==> config.mk <==
export PLATFORM = sky130hd
export DESIGN_NAME = mem_stage
export DESIGN_NICKNAME = d
export VERILOG_FILES = /design/src/rtl/az8_pkg.sv /design/src/rtl/mem_timeout_ctr.sv /design/src/rtl/mem_stage.sv
export SDC_FILE = /design/constraint.sdc
export NUM_CORES = 1
export LEC_CHECK = 0
export CAP_MARGIN = 20
export CORE_ASPECT_RATIO = 0.8
export CORE_MARGIN = 5
export CORE_UTILIZATION = 40
export DETAILED_ROUTE_END_ITERATION = 16
export GPL_TIMING_DRIVEN = 0
export PLACE_DENSITY = 0.8
export SLEW_MARGIN = 40
export SYNTH_ARGS = -nofsm -noshare
export SYNTH_HDL_FRONTEND = slang
export SYNTH_SLANG_ARGS = --single-unit
==> constraint.sdc <==
create_clock -name clk -period 12.2 [get_ports clk]
set_input_delay 2.44 -clock clk [delete_from_list [all_inputs] [get_ports clk]]
set_output_delay 2.44 -clock clk [all_outputs]
set_load 0.005 [all_outputs]
==> src/rtl/az8_pkg.sv <==
`default_nettype none
// ============================================================================
// Module      : az8_pkg
// Description : Shared AZ8 core widths, MEM-stage FSM encoding and helpers.
// Revision    : 1.0 - initial release
// ============================================================================
package az8_pkg;

  // Default widths used across the AZ8 pipeline
  localparam int AZ8_ADDR_LEN  = 5;
  localparam int AZ8_WORD_SIZE = 32;

  // MEM-stage FSM encoding
  localparam logic [0:0] c_IDLE = 1'b0;
  localparam logic [0:0] c_WAIT = 1'b1;

  // Word accesses require the two low byte-address bits to be zero
  function automatic logic is_word_aligned(input logic [1:0] lsbs);
    return (lsbs == 2'b00);
  endfunction

endpackage : az8_pkg
`default_nettype wire

==> src/rtl/mem_timeout_ctr.sv <==
`default_nettype none
// ============================================================================
// Module      : mem_timeout_ctr
// Description : Cycle counter for an outstanding memory request; flags the
//               last permitted wait cycle.
// Revision    : 1.0 - initial release
// ============================================================================
module mem_timeout_ctr
  import az8_pkg::*;
#(
  parameter int TIMEOUT = 16
) (
  input  logic clk,
  input  logic rst,
  input  logic clr,
  input  logic en,
  output logic expired
);

  localparam int              CW     = $clog2(TIMEOUT);
  localparam logic [CW-1:0]   c_LAST = CW'(TIMEOUT - 1);

  logic [CW-1:0] r_count;

  // Count wait cycles; clear has priority so a fresh request starts at zero
  always_ff @(posedge clk or posedge rst) begin
    if (rst) begin
      r_count <= '0;
    end else if (clr) begin
      r_count <= '0;
    end else if (en) begin
      r_count <= r_count + 1'b1;
    end
  end

  assign expired = (r_count == c_LAST);

endmodule : mem_timeout_ctr
`default_nettype wire

==> src/rtl/mem_stage.sv <==
`default_nettype none
// ============================================================================
// Module      : mem_stage
// Description : AZ8 memory-access stage between EX and WB. Registers ALU
//               results, runs word loads/stores over a req/ack port and
//               stalls upstream while an access is outstanding.
// Revision    : 1.0 - initial release
// ============================================================================
module mem_stage
  import az8_pkg::*;
#(
  parameter int ADDR_LEN  = AZ8_ADDR_LEN,
  parameter int WORD_SIZE = AZ8_WORD_SIZE,
  parameter int TIMEOUT   = 16
) (
  input  logic                 clk,
  input  logic                 rst,
  input  logic                 valid_i,
  input  logic                 mem_read_i,
  input  logic                 mem_write_i,
  input  logic                 reg_write_i,
  input  logic [ADDR_LEN-1:0]  dst_addr_i,
  input  logic [WORD_SIZE-1:0] alu_result_i,
  input  logic [WORD_SIZE-1:0] store_data_i,
  output logic                 stall_o,
  output logic                 mem_req_o,
  output logic                 mem_we_o,
  output logic [WORD_SIZE-1:0] mem_addr_o,
  output logic [WORD_SIZE-1:0] mem_wdata_o,
  input  logic [WORD_SIZE-1:0] mem_rdata_i,
  input  logic                 mem_ack_i,
  output logic [ADDR_LEN-1:0]  dst_addr_o,
  output logic [WORD_SIZE-1:0] data_o,
  output logic                 reg_write_o,
  output logic                 err_o
);

  logic [0:0]           r_state;
  logic                 r_mem_req;
  logic                 r_mem_we;
  logic [WORD_SIZE-1:0] r_mem_addr;
  logic [WORD_SIZE-1:0] r_mem_wdata;
  logic [ADDR_LEN-1:0]  r_lat_dst;
  logic                 r_lat_reg_write;
  logic [ADDR_LEN-1:0]  r_dst_addr;
  logic [WORD_SIZE-1:0] r_data;
  logic                 r_reg_write;
  logic                 r_err;

  logic w_in_wait;
  logic w_mem_op;
  logic w_aligned;
  logic w_expired;

  assign w_in_wait = (r_state == c_WAIT);
  assign w_mem_op  = mem_read_i | mem_write_i;
  assign w_aligned = is_word_aligned(alu_result_i[1:0]);

  // Counter sits at zero while idle, so every request starts a fresh budget
  mem_timeout_ctr #(
    .TIMEOUT (TIMEOUT)
  ) u_timeout_ctr (
    .clk     (clk),
    .rst     (rst),
    .clr     (~w_in_wait),
    .en      (w_in_wait),
    .expired (w_expired)
  );

  // Stage FSM plus WB-facing and memory-port pipeline registers
  always_ff @(posedge clk or posedge rst) begin
    if (rst) begin
      r_state         <= c_IDLE;
      r_mem_req       <= 1'b0;
      r_mem_we        <= 1'b0;
      r_mem_addr      <= '0;
      r_mem_wdata     <= '0;
      r_lat_dst       <= '0;
      r_lat_reg_write <= 1'b0;
      r_dst_addr      <= '0;
      r_data          <= '0;
      r_reg_write     <= 1'b0;
      r_err           <= 1'b0;
    end else begin
      case (r_state)
        c_IDLE: begin
          // Default is a bubble; only a retiring ALU op raises the pulse
          r_reg_write <= 1'b0;
          if (valid_i) begin
            if (!w_mem_op) begin
              r_dst_addr  <= dst_addr_i;
              r_data      <= alu_result_i;
              r_reg_write <= reg_write_i;
            end else if (!w_aligned) begin
              r_err <= 1'b1;
            end else begin
              // A read+write request is issued as a store
              r_mem_addr      <= alu_result_i;
              r_mem_wdata     <= store_data_i;
              r_mem_we        <= mem_write_i;
              r_lat_dst       <= dst_addr_i;
              r_lat_reg_write <= reg_write_i;
              r_mem_req       <= 1'b1;
              r_state         <= c_WAIT;
            end
          end
        end
        c_WAIT: begin
          // Ack beats timeout when both land on the same cycle
          if (mem_ack_i) begin
            r_mem_req <= 1'b0;
            r_state   <= c_IDLE;
            if (!r_mem_we) begin
              r_data      <= mem_rdata_i;
              r_dst_addr  <= r_lat_dst;
              r_reg_write <= r_lat_reg_write;
            end
          end else if (w_expired) begin
            r_mem_req <= 1'b0;
            r_err     <= 1'b1;
            r_state   <= c_IDLE;
          end
        end
        default: begin
          r_state <= c_IDLE;
        end
      endcase
    end
  end

  assign stall_o     = w_in_wait;
  assign mem_req_o   = r_mem_req;
  assign mem_we_o    = r_mem_we;
  assign mem_addr_o  = r_mem_addr;
  assign mem_wdata_o = r_mem_wdata;
  assign dst_addr_o  = r_dst_addr;
  assign data_o      = r_data;
  assign reg_write_o = r_reg_write;
  assign err_o       = r_err;

endmodule : mem_stage
`default_nettype wire

==> insert_results.sql <==
INSERT INTO impl_metrics (metric_group, metric, value, unit) VALUES
('run_status', 'outcome', 'completed', ''),
('synthesis', 'syn_avg_cell_area', '16.56', 'sq um'),
('detailed_routing', 'routed_wirelength_normalized_by_instance_count', '18.89', 'um'),
('final_layout', 'fillCellCount', '943', ''),
('clock_tree', 'cts_sinks', '116', ''),
('final_layout', 'final_cell_mix', 'clkdlybuf4s50_1, dfrtp_1, mux2_2, mux2_4, clkbuf_16', ''),
('floorplan', 'die_area', '15130', 'sq um'),
('detailed_routing', 'total_number_of_vias', '3420', ''),
('flow_run', 'count_of_maximum_capacitance_violations', '0', ''),
('synthesis', 'ys_ff_latch', '116', ''),
('setup_path', 'critical_path.startpoint_type', 'primary input', ''),
('setup_path', 'cp_max_fo', '10', ''),
('global_routing', 'grt_antenna_before_repair', '0', ''),
('sta', 'final.setup_skew', '12.61', 'ps'),
('setup_path', 'timing.setup.critical_path_class', 'in -> reg', ''),
('floorplan', 'die_x', '136.3', 'um'),
('sta', 'max_slew_margin', '0.5105', ''),
('floorplan', 'dieHeight', '111.0', 'um'),
('clock_tree', 'cts_inserted_buffers', '17', ''),
('synthesis', 'synth_warnings', '0', ''),
('synthesis', 'syn-num-nets', '417', ''),
('min_path', 'cell_depth_of_the_worst_hold_path', '1', ''),
('floorplan', 'rows', '36', ''),
('setup_path', 'crit_arrival', '4230', 'ps'),
('final_layout', 'final-instance-count-excl-fill', '725', ''),
('sta', 'post-route-min-period', '3939', 'ps'),
('pwr', 'vdd.ir_drop.worst', '0.1405', 'mV'),
('detailed_routing', 'drt_pre_antenna_iters', '4', ''),
('sta', 'unrepaired_setup_endpoints_after_global_routing', 'no', ''),
('clock_tree', 'cts_resized', '0', ''),
('global_routing', 'grt_max_degree', '62', ''),
('clock_tree', 'cts_setup_buffers', '0', ''),
('clock_tree', 'clkLatencyLatePin', '420', 'ps'),
('setup_path', 'timing.critical_path.cells', 'clkdlybuf4s50_1, nor2b_1, a22o_1, buf_2, buf_4, mux2_2', ''),
('setup_path', 'startpoint', 'valid_i', ''),
('clock_tree', 'clkSlewWorstSetupHoldPaths', '50', 'ps'),
('setup_path', 'r2r.worst_path.cells', '6', ''),
('pwr', 'p_comb_frac', '0.270', ''),
('global_routing', 'groute.usage.overall', '0.1855', ''),
('final_layout', 'num-nets-final', '650', ''),
('sta', 'worst-slew-pin-transition', '734.2', 'ps'),
('final_layout', 'antenna_cells', '0', ''),
('placement', 'detailed_place_hpwl', '9894', 'um'),
('clock_tree', 'root_buffer', 'clkbuf_16', ''),
('setup_path', 'critical-path-slowest-cell', 'clkdlybuf4s50_1', ''),
('floorplan', 'core_area', '12340', 'sq um'),
('sta', 'timing.final.setup_violations', '0', ''),
('global_routing', 'globalRouteOverflowTotal', '0', ''),
('pwr', 'leakage_power', '3.610', 'nW'),
('floorplan', 'num_io_pins', '214', ''),
('clock_tree', 'max-clock-path-buffers', '2', ''),
('global_routing', 'first_global_vias', '3839', ''),
('pwr', 'p_clk_frac', '0.366', ''),
('synthesis', 'distinct_cell_type_count_after_synthesis', '26', ''),
('sta', 'slew_viol_final', '0', ''),
('setup_path', 'crit-reg2reg-launch', 'stall_o$_DFF_PP0_', ''),
('floorplan', 'initial_cell_density_of_the_core', '0.4133', ''),
('clock_tree', 'tritoncts', 'done', ''),
('final_layout', 'design_area', '8109', 'sq um'),
('pwr', 'power_per_cell_area', '178.2', 'nW/um^2'),
('final_layout', 'area_delta_synth_final', '58.96', '%'),
('placement', 'routabilityCongestion', '0.7525', ''),
('setup_path', 'timing.critical_path.required', '12500', 'ps'),
('synthesis', 'syn-instance-count', '308', ''),
('detailed_routing', 'route.detailed.drc', '0', ''),
('pwr', 'p_int', '1.112', 'mW'),
('placement', 'placed_area', '7482', 'sq um'),
('global_routing', 'grt_pass1_wl', '21540', 'um'),
('clock_tree', 'cts_hold_buffers', '0', ''),
('clock_tree', 'cts_htree_levels', '4', ''),
('min_path', 'holdCritPathClass', 'reg -> reg', '');
==> cells by family (layout without fill, tap and decap cells) <==
logic type | count (synthesis) | after routing | synth area share
mux | 142 | 142 | 0.3620
flops | 116 | 116 | 0.5690
fa+ha+maj | 1 | 1 | 0.002452
xor+xnor | 2 | 2 | 0.003435
compound gates | 9 | 9 | 0.01276
buf+inv | 19 | 265 | 0.02845
simple gates | 19 | 19 | 0.02183
==> power groups by stage <==
stage / Sequential [mW] / Combinational (mW) / Clock [mW]
2_1_floorplan: 0.532 / 0.142 / 0
3_3_place_gp: 0.525 / 0.386 / 0
3_5_place_dp: 0.531 / 0.393 / 0
4_1_cts: 0.527 / 0.397 / 0.536
5_1_grt: 0.538 / 0.415 / 0.554
6_report: 0.527 / 0.390 / 0.529
==> metal layers <==
layer  wire (um)  part of all wire  track usage
met1        5625              0.41       0.2239
met4         205             0.015      0.06313
met2        6612              0.48       0.2953
met3        1248             0.091      0.08167
met5           0                 0            0
==> stage by stage <==
step                      utilization  worst slack, ps
after global routing           0.6570             8168
after CTS                      0.6570             8251
after floorplan                     -             6688
after detailed placement       0.6062             7830
after global placement         0.6034             5058
final                          0.6570             8261
==> worst paths after layout <==
check                                                     endpoint  slack (ps)
worst max register to register              data_o[16]$_DFFE_PP0P_       10290
worst min register to register  u_timeout_ctr.r_count[0]$_DFF_PP0_         460
worst min-delay path            u_timeout_ctr.r_count[0]$_DFF_PP0_         460
max in group asynchronous                        stall_o$_DFF_PP0_        9110
worst max-delay path                        data_o[16]$_DFFE_PP0P_        8260
min in group asynchronous              mem_wdata_o[19]$_DFFE_PP0P_        2430
==> sequential cells by signal, summed over array words and instances (netlist names), 4 cells and up <==
name                   flops
r_lat_dst                  5
data_o                    32
mem_addr_o                32
dst_addr_o                 5
mem_wdata_o               32
u_timeout_ctr.r_count      4
==> critical path: cells and delay by family <==
kind                   cells  cell delay, ps
AOI/OAI and AO/OA          1             170
buffers and inverters      3            1050
and+or+nand+nor            1             220
muxes                      1             350
==> cell usage after synthesis <==
library cell / n / share of area
buf_4: 3 / 0.0044
o311ai_0: 1 / 0.0017
a22o_1: 2 / 0.0034
nor3_1: 1 / 0.00098
inv_1: 3 / 0.0022
clkbuf_1: 3 / 0.0022
ha_1: 1 / 0.0025
xor2_1: 1 / 0.0017
dfrtp_1: 116 / 0.57
o21ai_0: 2 / 0.0020
nor2b_1: 2 / 0.0025
mux2_4: 66 / 0.19
nand2b_1: 1 / 0.0012
nand3_1: 3 / 0.0029
o21ai_2: 1 / 0.0017
buf_6: 8 / 0.018
and2_1: 3 / 0.0037
a31oi_1: 1 / 0.0012
a21oi_1: 1 / 0.00098
buf_2: 2 / 0.0020
mux2_2: 76 / 0.17
o221ai_1: 1 / 0.0017
xnor2_1: 1 / 0.0017
nand2_1: 4 / 0.0029
nor2_1: 4 / 0.0029
nor4b_4: 1 / 0.0047
==> area by class of cell <==
type	count	area [sq um]	area share
repair buffers	214	2160	0.2663
inverters	3	18.77	0.002314
well taps	171	214.0	0.02638
flip-flops and latches	116	2903	0.3580
multi-input cells	173	2053	0.2532
clock inverters	10	152.6	0.01882
clock buffers	22	474.2	0.05848
plain buffers	16	133.9	0.01651
(Power assumes the default switching activity.)
==> edit: new RTL, same flow settings <==
Change the package constant `AZ8_ADDR_LEN` from 5 to 10.
--- a/src/rtl/az8_pkg.sv
+++ b/src/rtl/az8_pkg.sv
@@ -9,3 +9,3 @@
   // Default widths used across the AZ8 pipeline
-  localparam int AZ8_ADDR_LEN  = 5;
+  localparam int AZ8_ADDR_LEN  = 10;
   localparam int AZ8_WORD_SIZE = 32;
Ports: changed (resized dst_addr_i and dst_addr_o); port bits go from 214 to 224. No check against the original RTL was run, so the function may have changed too.
==> edit against the unedited design <==
Wire length rose by 1.7%; sequential cell count rose by 10; clock power fell by 13%; critical path depth fell by 5; clock skew fell by 0.0057 ns; worst setup slack improved by 0.15 ns; design area rose by 5.2%; area after synthesis rose by 7.6%; via count rose by 6.7%; power rose by 0.75%; die area rose by 7.0%; largest cell class unchanged.
==> edit: results (changes against the unedited design) <==
| Metric | Value |
|---|---|
| Worst-Margin Slew | 0.637 ns (-0.0975 ns) |
| Vias in the first global route | 4163 (+8.4%) |
| Critical path arrival | 1.35 ns (-2.88 ns) |
| Register area | 0.00315 mm^2 (+8.6%) |
| Dpl cell area | 0.00798 mm^2 (+6.7%) |
| Post-synth top cells | dfrtp_1 (126), mux2_2 (102), mux2_4 (56) |
| Syn avg cell area | 16.5 um^2 (-0.47%) |
| Global-route wire length before repair | 22.3 mm (+3.3%) |
| DP HPWL | 10.3 mm (+4.0%) |
| Via count | 3648 (+6.7%) |
| Syn nets | 447 (+7.2%) |
| Layout cells sized above 1 | 0.357 (+0.0154) |
| Worst reg2reg path depth | 4 (-2) |
| Routed length per placed instance | 18.1 um (-4.1%) |
| Number of buffers added on ports | 223 (+4.7%) |
| Slowest stage delay, CP | 0.55 ns (+0.05 ns) |
| Placer's final routability congestion estimate | 0.818 (+8.7%) |
| Leak pwr | 0.00367 uW (+1.8%) |
| Total GRT Usage | 0.176 (-0.00957) |
| Pin count of the biggest net entering global routing | 71 (+15%) |
| # fillers | 1013 (+7.4%) |
| Outcome | complete, no violations |
| Cells after DPL | 737 (+6.3%) |
| DR iter-0 viols | 78 (-48%) |
| Crit-path max FO | 4 (-6) |
| Worst VDD drop | 161 uV (+15%) |
## edit: cell count changes in the layout (fill, tap and decap cells not counted), sizes merged, moves of 3 or more
| cell | change |
|---|---|
| mux2 | +16 |
| bufinv | -4 |
| nand2 | -3 |
| clkbuf | -3 |
| dfrtp | +10 |
| clkinvlp | +7 |
| clkdlybuf4s50 | +10 |
## edit: cells by family (layout without fill, tap and decap cells)
| kind of cell | Yosys count | after routing | share of synthesized area |
|---|---|---|---|
| mux | 158 | 158 | 0.362 |
| flops | 126 | 126 | 0.574 |
| buf+inv | 21 | 277 | 0.0267 |
| simple gates | 16 | 16 | 0.0205 |
| compound gates | 9 | 9 | 0.0105 |
| xor+xnor | 2 | 2 | 0.00319 |
| fa+ha+maj | 1 | 1 | 0.00228 |
## edit: stage by stage
stage / setup WS, ns / power [uW] / hold WS [ns]
finish: 8.41 / 1460 / 0.484
global placement: 4.75 / 989 / 0.446
CTS: 8.39 / 1480 / 0.493
global route: 8.38 / 1530 / 0.510
detailed placement: 8.04 / 1000 / 0.477
floorplan: 6.40 / 738 / 0.432
## edit: how the worst max path moves through the flow
stage / startpoint / endpoint / slack (ns) / cells past startpoint
floorplan: rst / data_o[0] / 6.40 / 1
global placement: rst / mem_addr_o[25] / 4.75 / 2
detailed placement: mem_write_i / r_lat_dst[7] / 8.04 / 6
CTS: mem_we_o / mem_we_o / 8.39 / 1
global route: mem_we_o / mem_we_o / 8.38 / 1
finish: mem_we_o / mem_we_o / 8.41 / 1
## edit: cell type report
| type | count | share of cell area |
|---|---|---|
| timing repair buffer | 224 | 0.265 |
| tap | 180 | 0.0264 |
| sequential | 126 | 0.370 |
| multi-input combinational | 186 | 0.257 |
| clock buffer | 18 | 0.0515 |
| inverter | 2 | 0.00176 |
| buffer | 19 | 0.0163 |
| clock inverter | 14 | 0.0132 |
## edit: where the power goes
group,internal (uW),switching [uW]
clock network,267,195
logic,304,116
registers,517,56.9
total,1090,368
## edit: routing by layer
metal / vias to the layer above / GRT usage / wire (um)
met5: - / 0 / 0
met4: 0 / 0.0549 / 210
met3: 15 / 0.0723 / 1200
met2: 146 / 0.294 / 6790
met1: 1811 / 0.210 / 5730
li1: 1676 / - / -
